--- src/rtl/timer_pkg.sv ---
// timer_pkg: shared constants for the countdown-timer digit counters
package timer_pkg;
    localparam int MOD6 = 6;
    localparam int DIGIT_W = 3;
    localparam logic [DIGIT_W-1:0] DIGIT_MAX6 = 3'd5;
endpackage

--- src/rtl/contador_mod6.sv ---
// contador_mod6: loadable modulo-6 down counter with terminal-count flag for the tens-of-seconds digit
module contador_mod6
    import timer_pkg::*;
#(
    parameter int MOD = MOD6,
    parameter int WIDTH = DIGIT_W
) (
    input  logic [WIDTH-1:0] data,
    input  logic             clk,
    input  logic             load,
    input  logic             reset,
    output logic [WIDTH-1:0] count,
    output logic             tc,
    input  logic             stop
);
    localparam logic [WIDTH-1:0] MAX = WIDTH'(MOD - 1);
    always_ff @(posedge clk or negedge reset)
        if (!reset)
            count <= '0;
        else if (load)
            count <= (data > MAX) ? MAX : data;
        else if (stop)
            count <= (count == '0 || count > MAX) ? MAX : count - 1'b1;
    assign tc = (count == '0);
endmodule

--- config.mk ---
export PLATFORM = sky130hd
export DESIGN_NAME = contador_mod6
export DESIGN_NICKNAME = d
export VERILOG_FILES = /design/src/rtl/timer_pkg.sv /design/src/rtl/contador_mod6.sv
export SDC_FILE = /design/constraint.sdc
export NUM_CORES = 1
export LEC_CHECK = 0
export BUFFER_PORTS_ARGS = -buffer_cell sky130_fd_sc_hd__buf_4
export CORE_AREA = 2 2 39 41
export CTS_BUF_LIST = sky130_fd_sc_hd__clkbuf_16
export DETAILED_ROUTE_END_ITERATION = 8
export DIE_AREA = 0 0 41 43
export PLACE_DENSITY = 0.32
export SETUP_SLACK_MARGIN = 0.2
export SLEW_MARGIN = 20
export SYNTH_ARGS = -nofsm -noshare
export SYNTH_HDL_FRONTEND = slang
export SYNTH_SLANG_ARGS = --single-unit
--- constraint.sdc ---
create_clock -name clk -period 2.7 [get_ports clk]
set_input_delay 0.135 -clock clk [delete_from_list [all_inputs] [get_ports clk]]
set_output_delay 0.135 -clock clk [all_outputs]
set_load 0.01 [all_outputs]
Word level (Yosys, flattened, before mapping)
Index checks and enable logic that the tools add are counted.

Divide/modulo/power cells: 0. Shift operators: 0. Bitwise gates (word level): 0. Add/sub/neg operators: 1. Equality and inequality tests: 0. Multiplexer cells: 4. Reduce and logical (&&, ||, !) cells: 3. Multipliers: 0. $lt $le $gt $ge: 2.

Operators with widths (count): $mux 3 (4); $gt 3x3->1 const B (2); $logic_not 3->1 (1); $sub 3x1->3 const B (1); $reduce_bool 2->1 (1); $logic_or 1x1->1 (1).

Latch bits: 0. Bits in read-only memories: 0. Output and inout port bits: 4. Memories kept: 0. Bits of input ports: 7. Word-level logic and storage cells: 11. Register bits: 3. RAM bits: 0.

Longest topological paths before layout
Gate-level depths: netlist of the first run.

Depth in word-level cells: 5. Depth in mapped cells: 5. Depth with buffers taken out: 5.

Worst setup path after synthesis of the first run
OpenSTA, ideal clock, no wires.

Kind: reg2reg. Start point: reg count[1]. End point: reg count[1]. Clock period less this slack: 1533 ps. Path buffers: 0. Required time: 2634 ps. Arrival time: 1467 ps. Setup slack: 1167 ps. Setup time: 66 ps. Stages on the path, launching flop included: 6. Cells stage by stage: dfrtp_1 > inv_1 > ha_1 > ha_1 > a2111oi_4 > a221o_1.

Longest elaborated chain between the ends: 5. Elaborated cells on any way between the ends: 7. Classes of those cells: add/sub: 1; order compare: 1; mux: 3; reduce/logical: 2.

RTL lines: start, declared (line contador_mod6.sv:12) `output logic [WIDTH-1:0] count,`; start signal, assigned (line contador_mod6.sv:21) `count <= (data > MAX) ? MAX : data;`; start signal, assigned (line contador_mod6.sv:23) `count <= (count == '0 || count > MAX) ? MAX : count - 1'b1;`; $logic_not 3->1; net tc (line contador_mod6.sv:13) `output logic tc,`; $logic_or 1x1->1 (line contador_mod6.sv:23); $mux 3 (line contador_mod6.sv:23); $mux 3 (line contador_mod6.sv:22) `else if (stop)`; $mux 3 (line contador_mod6.sv:20) `else if (load)`.

The timed path passes the listed nets, and every way through them passes these cells. The select of a mux whose other input is x is not followed. A chain may end at the register's enable or synchronous reset.

Worst setup path after layout of the first run
Start point: reg count[1]. End point: reg count[1].

Longest elaborated chain between the ends: 5. Elaborated cells on any way between the ends: 7. Classes of those cells: add/sub: 1; order compare: 1; mux: 3; reduce/logical: 2.

RTL lines (line): $gt 3x3->1 / $logic_not 3->1 (equally long branches) (contador_mod6.sv:23); $logic_or 1x1->1 (contador_mod6.sv:23); $mux 3 (*) (contador_mod6.sv:23); $mux 3 (*) (contador_mod6.sv:22); $mux 3 (*) (contador_mod6.sv:20).

Mark *: on every way between the ends. The rest lies on a longest branch, timed or not. The select of a mux whose other input is x is not followed.

==> results of run 1 <==
==> critical path, delay by kind of cell, from the launching register on <==
family | cells | cell delay [ps]
flops | 1 | 400
compound gates | 2 | 600
fa+ha+maj | 2 | 400
buf+inv | 1 | 80
==> layout by cell type (no fill, tap or decap) <==
cell type	n
dfrtp_1	3
a2111oi_4	1
dlygate4sd3_1	1
clkbuf_16	3
nor2b_1	1
a221o_1	1
buf_4	10
ha_1	2
a221oi_1	1
inv_1	8
a211oi_1	2
nor3_1	3
==> path summary, 6_finish.rpt <==
kind,end,slack (ps),cells after the start
min in group asynchronous,count[0],240,2
max in group asynchronous,count[1],2370,2
worst max register to register,count[1],1150,5
worst max-delay path,count[1],1150,5
worst min register to register,count[0],530,1
worst min-delay path,count[2],190,2
==> through the flow <==
step	cells	util [%]	worst slack [ps]	power, W	instance area [sq um]
finish	52	28.4	1150	0.000347	393
global route	52	28.4	1050	0.000367	393
CTS	52	28.4	1130	0.000354	393
detailed placement	47	22.0	1130	0.000116	304
global placement	47	22.0	1150	0.000114	304
floorplan	21	-	1170	0.0000870	209
==> power groups by stage <==
stage               logic [W]  clock network, W  registers [W]
finish              0.0000541          0.000232      0.0000607
global placement    0.0000533                 0      0.0000612
CTS                 0.0000553          0.000237      0.0000610
global route        0.0000610          0.000244      0.0000625
floorplan           0.0000241                 0      0.0000629
detailed placement  0.0000541                 0      0.0000615
==> area by class of cell <==
class / instances / area share (%)
multi-input cells: 11 / 27.4
repair buffers: 11 / 21.7
flip-flops and latches: 3 / 19.1
clock buffers: 3 / 19.1
inverters: 7 / 6.69
well taps: 16 / 5.10
clock inverters: 1 / 0.955
==> metal layers <==
layer	up-vias	track usage [%]	wire length [um]
li1	103	-	-
met1	95	8.74	203
met2	11	12.2	261
met3	0	3.14	53
met4	0	8.00	0
met5	-	0	0
==> cell families after synthesis <==
kind of cell / after synthesis
adders and majority gates: 2
DFF: 3
AOI/OAI and AO/OA: 5
and+or+nand+nor: 4
buffers and inverters: 7
==> impl_metrics.json, run 1 <==
{
  "status": "finished clean",
  "synth_compound_area_share_pct": 29.3,
  "min_from": "load",
  "post_cts_buffers": 0,
  "numCtsBuffers": 3,
  "power.share.combinational_pct": 15.6,
  "fin_nets": 46,
  "gr-total-overflow": 0,
  "endpoint_kind": "flop",
  "largest_reg_flops": 3,
  "drive_above_1_share_pct": 38.9,
  "sw_frac_of_total_pct": 21.4,
  "rsz0062_at_grt": "no",
  "initial_core_util_pct": 15.1,
  "initialDrtViolationCount": 5,
  "cts_resized": 0,
  "area_growth_pct": 88.0,
  "post_drt_wl_per_cell_um": 9.96,
  "clk_pin_slew_ps": 30,
  "clock-root-buffer": "clkbuf_16",
  "power_leakage_nw": 0.199,
  "track_usage_pct": 8.45,
  "rows": 14,
  "design.core.area_sq_um": 1380,
  "startpoint": "count[1]",
  "finalMaxSlewViolations": 0,
  "crit_type": "flop to flop",
  "synth.distinct_cells": 9,
  "reg.largest.list": "count (3)",
  "netlist.area_leader.share_pct": 35.9,
  "ant_nets": 0,
  "power_density_nw_per_um2": 882,
  "synth_edf_count": 0,
  "synth_most_common_cell": "inv_1",
  "synthSimpleGateAreaFrac_pct": 10.2,
  "synth_cells": 21,
  "skew_ps": 1.08,
  "first_pass_iters": 2,
  "grt_pass1_vias": 232,
  "min_period_over_period_pct": 57.3,
  "portBuffers": 10,
  "pwr-share-seq_pct": 17.5,
  "antenna_found_initial": 0,
  "path_common_cell": "ha_1",
  "yosysWarningCount": 0,
  "grt_max_degree": 8,
  "tightest_slew_ps": 322,
  "final.fill_count": 153,
  "slew_headroom_pct": 78.5,
  "hold_path.class": "input pin to flop",
  "clk_path_buf_depth": 2,
  "timing.rr.start": "count[1]",
  "dieArea_sq_um": 1760,
  "cpPeakStageDelay_ps": 400,
  "synth_top_family_by_area": "compound AO/OA/AOI/OAI gates",
  "synthAdderAreaFrac_pct": 12.0,
  "synth_seq_area_share_pct": 35.9,
  "intPower_w": 0.000273,
  "ios": 11,
  "worstPathRequired_ps": 2860,
  "cts_tree": "done",
  "holdWs_ps": 189,
  "clockPowerShare_pct": 66.9,
  "syn_avg_cell_area_sq_um": 9.95,
  "synth_common_cells": "inv_1, dfrtp_1, nor3_1",
  "syn-cell-area_sq_um": 209,
  "wirelength_um": 518,
  "finalSetupTns_ps": 0,
  "critPathMaxFanout": 3,
  "htree_num_levels": 1,
  "timing.fmax_mhz": 647,
  "die_y_um": 43,
  "synthMuxAreaShare_pct": 0,
  "synth_ff_type": "dfrtp_1",
  "ys_seq_elements": 3,
  "yosysTopAreaCell": "dfrtp_1",
  "async_flop_share_pct": 100,
  "finalSetupViolCount": 0,
  "vdd_drop_max_uv": 344,
  "gp_congestion": 0.748,
  "grt_pass1_wl_um": 931,
  "synth_area_leaders": "dfrtp_1, a2111oi_4, inv_1",
  "layout.area.seq_sq_um": 75.1,
  "synth_nets": 30,
  "period_minus_slack_ps": 1550,
  "multiInputGateArea_sq_um": 108,
  "clk_latency_ps": 220,
  "switching_power_w": 0.0000740,
  "top_register": "count",
  "hold_viol_final": 0,
  "drc_errors": 0,
  "synth_xor_xnor_area_share_pct": 0,
  "drv_cap": 0,
  "clock-sinks": 3,
  "die_w_um": 41,
  "path_cells": "inv_1 -> ha_1 -> ha_1 -> a2111oi_4 -> a221o_1",
  "diodes": 0,
  "cts_hold_buffers": 1,
  "via_count": 209,
  "via_per_inst": 4.02,
  "startpoint_type": "flop",
  "slowest_stage": "dfrtp_1",
  "cp.arrival_ps": 1700
}
Note: power is estimated with default switching activity, not from simulation.
==> run 2: changes to the inputs <==
--- a/config.mk
+++ b/config.mk
@@ -10,7 +10,7 @@
 export CTS_BUF_LIST = sky130_fd_sc_hd__clkbuf_16
 export DETAILED_ROUTE_END_ITERATION = 8
 export DIE_AREA = 0 0 41 43
-export PLACE_DENSITY = 0.32
+export PLACE_DENSITY = 0.33
 export SETUP_SLACK_MARGIN = 0.2
 export SLEW_MARGIN = 20
 export SYNTH_ARGS = -nofsm -noshare
==> constraint.sdc (replaced) <==
create_clock -name clk -period 1.3 [get_ports clk]
set_input_delay 0.065 -clock clk [delete_from_list [all_inputs] [get_ports clk]]
set_output_delay 0.065 -clock clk [all_outputs]
set_load 0.01 [all_outputs]
==> run 2 against run 1 <==
Final cell count grew 12%. Die area is the same. First-iteration DRC count shrank 20%. Cell area grew 19%. Critical path type unchanged.
==> impl_metrics.json, run 2 (synthesis gave the netlist of run 1 again) <==
{
  "worstPathRequired_ps": 1460,
  "ios": 11,
  "clk_latency_ps": 220,
  "track_usage_pct": 10.6,
  "final_area_sq_um": 467,
  "grt_pass1_vias": 255,
  "clock-sinks": 3,
  "area_growth_pct": 123,
  "diodes": 0,
  "portBuffers": 10,
  "postPlaceCellArea_sq_um": 357,
  "ant_nets": 0,
  "slew_headroom_pct": 78.4,
  "hold_path.class": "input pin to flop",
  "cts_tree": "done",
  "design.core.area_sq_um": 1380,
  "grt_max_degree": 8,
  "drive_above_1_share_pct": 57.1,
  "dpl.cell_count": 52,
  "final_cells": 58,
  "hold_viol_final": 0,
  "endpoint_kind": "flop",
  "initialDrtViolationCount": 4,
  "final_cell_mix": "buf_4, inv_1, nor3_1, clkbuf_16, dfrtp_1",
  "post_drt_wl_per_cell_um": 10.9,
  "gp_congestion": 0.802,
  "ff2ff_path_depth": 5,
  "timing.rr.start": "count[1]",
  "reg.largest.list": "count (3)",
  "timing.fmax_mhz": 799,
  "power_leakage_nw": 0.226,
  "dp_slack_ps": -47.9,
  "drc_errors": 0,
  "via_per_inst": 4.05,
  "htree_num_levels": 1,
  "min_period_over_period_pct": 96.3,
  "clk_pin_slew_ps": 30,
  "gr-total-overflow": 0,
  "setup_ws_ps": 47.8,
  "die_w_um": 41,
  "crit_type": "flop to flop",
  "numCtsBuffers": 3,
  "die_y_um": 43,
  "worstHoldPathCells": 2,
  "via_count": 235,
  "period_minus_slack_ps": 1250,
  "final.fill_count": 140,
  "power_density_nw_per_um2": 1710,
  "clock-root-buffer": "clkbuf_16",
  "vdd_drop_max_uv": 648,
  "fin_nets": 52,
  "startpoint": "count[1]",
  "holdWs_ps": 115,
  "skew_ps": 0.403,
  "tightest_slew_ps": 324,
  "finalSetupViolCount": 0,
  "antenna_found_initial": 0,
  "finalMaxSlewViolations": 0,
  "status": "finished clean",
  "startpoint_type": "flop",
  "top_register": "count",
  "dieArea_sq_um": 1760,
  "largest_reg_flops": 3,
  "initial_core_util_pct": 15.1,
  "p_total_w": 0.000796,
  "drv_cap": 0,
  "rsz0062_at_grt": "yes",
  "grt_pass1_wl_um": 1070,
  "layout_commonest_cell": "buf_4",
  "wirelength_um": 633,
  "critPathMaxFanout": 3,
  "min_from": "load",
  "rows": 14,
  "cp.arrival_ps": 1410,
  "clk_path_buf_depth": 2,
  "first_pass_iters": 2
}
-- run 2: layer usage --
layer	up-vias	global-route usage [%]	share of wire [%]	wire [um]
met5	-	0	0	0
met3	4	3.14	4.9	31
met4	0	16.0	7.7	49
li1	118	-	-	-
met1	102	11.3	41	262
met2	11	12.8	46	290
-- run 2: repair_timing --
action,in CTS,in global routing
resized for setup,4,0
buffers inserted,1,0
setup endpoints to repair,4,4
hold buffers,1,0
pin swaps,3,0
hold endpoints to repair,3,0
-- run 2: path summary, 6_finish.rpt --
| kind | slack, ps | to |
|---|---|---|
| max | 50 | count[1] |
| min | 110 | count[2] |
| max reg2reg | 50 | count[1] |
| min reg2reg | 580 | count[0] |
| max in group asynchronous | 1030 | count[1] |
| min in group asynchronous | 180 | count[2] |
-- run 2: worst max-delay path: stages, from the launching register on --
cell       delay, ps
dfrtp_1          350
inv_2             60
ha_4             160
ha_4             160
a2111oi_4        250
a221o_1          210
-- run 2: report_power, final --
part | internal, W | switching [W]
combinational | 0.000109 | 0.0000807
clock | 0.000398 | 0.0000932
sequential | 0.000108 | 0.00000775
total | 0.000614 | 0.000182
-- run 2: per-stage QoR --
step | util, % | TNS, ps
6_report | 33.7 | 0
2_1_floorplan | - | -323
4_1_cts | 33.7 | 0
3_3_place_gp | 25.8 | -106
5_1_grt | 33.7 | -7.94
3_5_place_dp | 25.8 | -122
-- run 2: final cells by class --
type,count,area [sq um],share of cell area (%)
sequential,3,75.1,16.1
timing repair buffer,17,134,28.7
clock buffer,3,75.1,16.1
clock inverter,1,3.75,0.804
tap,16,20.0,4.29
multi-input combinational,11,133,28.4
inverter,7,26.3,5.63
==> run 3: changes to the inputs <==
--- a/config.mk
+++ b/config.mk
@@ -10,7 +10,7 @@
 export CTS_BUF_LIST = sky130_fd_sc_hd__clkbuf_16
 export DETAILED_ROUTE_END_ITERATION = 8
 export DIE_AREA = 0 0 41 43
-export PLACE_DENSITY = 0.33
+export PLACE_DENSITY = 0.32
 export SETUP_SLACK_MARGIN = 0.2
 export SLEW_MARGIN = 20
 export SYNTH_ARGS = -nofsm -noshare
==> constraint.sdc (replaced) <==
create_clock -name clk -period 1.6 [get_ports clk]
set_input_delay 0.08 -clock clk [delete_from_list [all_inputs] [get_ports clk]]
set_output_delay 0.08 -clock clk [all_outputs]
set_load 0.01 [all_outputs]
==> run 3 against run 2 <==
Clock skew is essentially flat. Sequential cell count stayed put. Die area is the same. Maximum frequency down 2.1%. Combinational power decreased by 37%.
==> impl_metrics.json, run 3 (synthesis gave the netlist of run 1 again) <==
{
  "vdd_drop_max_uv": 404,
  "intPower_w": 0.000476,
  "p_total_w": 0.000606,
  "portBuffers": 10,
  "grt_pass1_wl_um": 986,
  "rows": 14,
  "diodes": 0,
  "via_count": 223,
  "timing.fmax_mhz": 782,
  "ant_nets": 0,
  "crit_type": "flop to flop",
  "initial_core_util_pct": 15.1,
  "cp_top_family": "compound AO/OA/AOI/OAI gates",
  "track_usage_pct": 9.75,
  "wirelength_um": 557,
  "gr-total-overflow": 0,
  "final_area_sq_um": 423,
  "initialDrtViolationCount": 4,
  "startpoint": "count[0]",
  "slowest_stage": "dfrtp_1",
  "skew_ps": 0.864,
  "status": "finished clean",
  "crit_end": "count[1]",
  "final_cell_mix": "buf_4, inv_1, nor3_1, clkbuf_16, dfrtp_1",
  "clk_pin_slew_ps": 30,
  "ios": 11,
  "hold_path.class": "input pin to flop",
  "drv_cap": 0,
  "cp.depth": 5,
  "clockPowerShare_pct": 64.3,
  "grt_use_met1_pct": 10.6,
  "holdWs_ps": 142,
  "hold_viol_final": 0,
  "drive_above_1_share_pct": 47.4,
  "clk_path_buf_depth": 2,
  "period_minus_slack_ps": 1280,
  "switching_power_w": 0.000131,
  "rrSetupSlack_ps": 320,
  "via_per_inst": 4.13,
  "finalSetupViolCount": 0,
  "dp_slack_ps": 183,
  "slew_headroom_pct": 79.7,
  "top_register": "count",
  "path_cells": "inv_1 -> ha_2 -> ha_4 -> a2111oi_4 -> a221o_1",
  "layout.area.seq_sq_um": 75.1,
  "pwr-share-seq_pct": 16.0,
  "grt_max_degree": 8,
  "top_usage_layer": "met4",
  "rsz0062_at_grt": "no",
  "dieArea_sq_um": 1760,
  "die_w_um": 41,
  "endpoint_kind": "flop",
  "largest_reg_flops": 3,
  "antenna_found_initial": 0,
  "cpPeakStageDelay_ps": 370,
  "cts_tree": "done",
  "tightest_slew_ps": 305,
  "first_pass_iters": 2,
  "postPlaceCellArea_sq_um": 319,
  "post_drt_wl_per_cell_um": 10.3,
  "dp_hpwl_um": 390,
  "grt_util_met3_pct": 3.14,
  "layout_commonest_cell": "buf_4",
  "area_growth_pct": 102,
  "sw_frac_of_total_pct": 21.5,
  "worstPathRequired_ps": 1700,
  "design.core.area_sq_um": 1380,
  "numCtsBuffers": 3,
  "drc_errors": 0,
  "ff2ff_path_depth": 5,
  "gp_congestion": 0.759,
  "startpoint_type": "flop",
  "fin_nets": 48,
  "power.share.combinational_pct": 19.7,
  "power_leakage_nw": 0.206,
  "worst-path-buf-inv": 1,
  "power_density_nw_per_um2": 1430,
  "finalMaxSlewViolations": 0,
  "cp.arrival_ps": 1380,
  "clock-sinks": 3,
  "final.fill_count": 147,
  "clock-root-buffer": "clkbuf_16",
  "reg.largest.list": "count (3)",
  "min_period_over_period_pct": 80.0,
  "critPathMaxFanout": 3,
  "finalSetupTns_ps": 0,
  "gr-usage-met2_pct": 10.6,
  "setup_ws_ps": 321,
  "grt_pass1_vias": 240,
  "r2r-end": "count[1]",
  "multiInputGateArea_sq_um": 123,
  "die_y_um": 43,
  "clk_latency_ps": 220,
  "htree_num_levels": 1,
  "timing.rr.start": "count[0]"
}
[run 3: cell types whose count changed in the layout (fill, tap and decap cells not counted)]
cell,change
ha_4,-1
buf_4,-3
inv_2,-2
buf_6,-1
ha_2,+1
inv_1,+2
[run 3: worst register-to-register path, stage by stage, from the launching register on]
cell	delay, ps
dfrtp_1	370
inv_1	70
ha_2	190
ha_4	150
a2111oi_4	40
a221o_1	350
[run 3: cell type report]
cell class / count / area share, %
flip-flops and latches: 3 / 17.8
repair buffers: 13 / 23.7
clock buffers: 3 / 17.8
multi-input cells: 11 / 29.0
well taps: 16 / 4.73
clock inverters: 1 / 0.888
inverters: 7 / 6.21
[run 3: stage by stage]
| stage | instances | utilization (%) |
|---|---|---|
| 3_3_place_gp | 47 | 23.1 |
| 6_report | 54 | 30.6 |
| 4_1_cts | 54 | 30.6 |
| 5_1_grt | 54 | 30.6 |
| 3_5_place_dp | 47 | 23.1 |
| 2_1_floorplan | 21 | - |
[run 3: how the worst min path moves through the flow]
stage | from | end | slack [ps] | depth (start not counted)
final | load | count[2] | 140 | 2
after floorplan | reset | count[0] | -220 | 0
after global routing | load | count[2] | 160 | 2
after CTS | load | count[2] | 140 | 2
after global placement | reset | count[0] | -130 | 1
after detailed placement | reset | count[0] | -130 | 1
[run 3: metal layers]
metal  up-vias  routed length, um
met2        13                229
met1        98                226
met4         0                 47
met3         5                 53
met5         -                  0
li1        107                  -
[run 3: power groups by stage]
stage	sequential, W	combinational [W]	clock [W]
finish	0.0000972	0.000119	0.000390
global route	0.0000986	0.000137	0.000401
CTS	0.0000970	0.000122	0.000398
detailed placement	0.000103	0.000102	0
global placement	0.000103	0.000105	0
floorplan	0.000106	0.0000501	0
[run 3: repair_timing]
action	in CTS	in global routing
resized for setup	0	0
buffers inserted	2	0
hold endpoints to repair	3	0
gates cloned	0	0
pin swaps	0	2
endpoints found under the setup margin	3	2
hold buffers	1	0
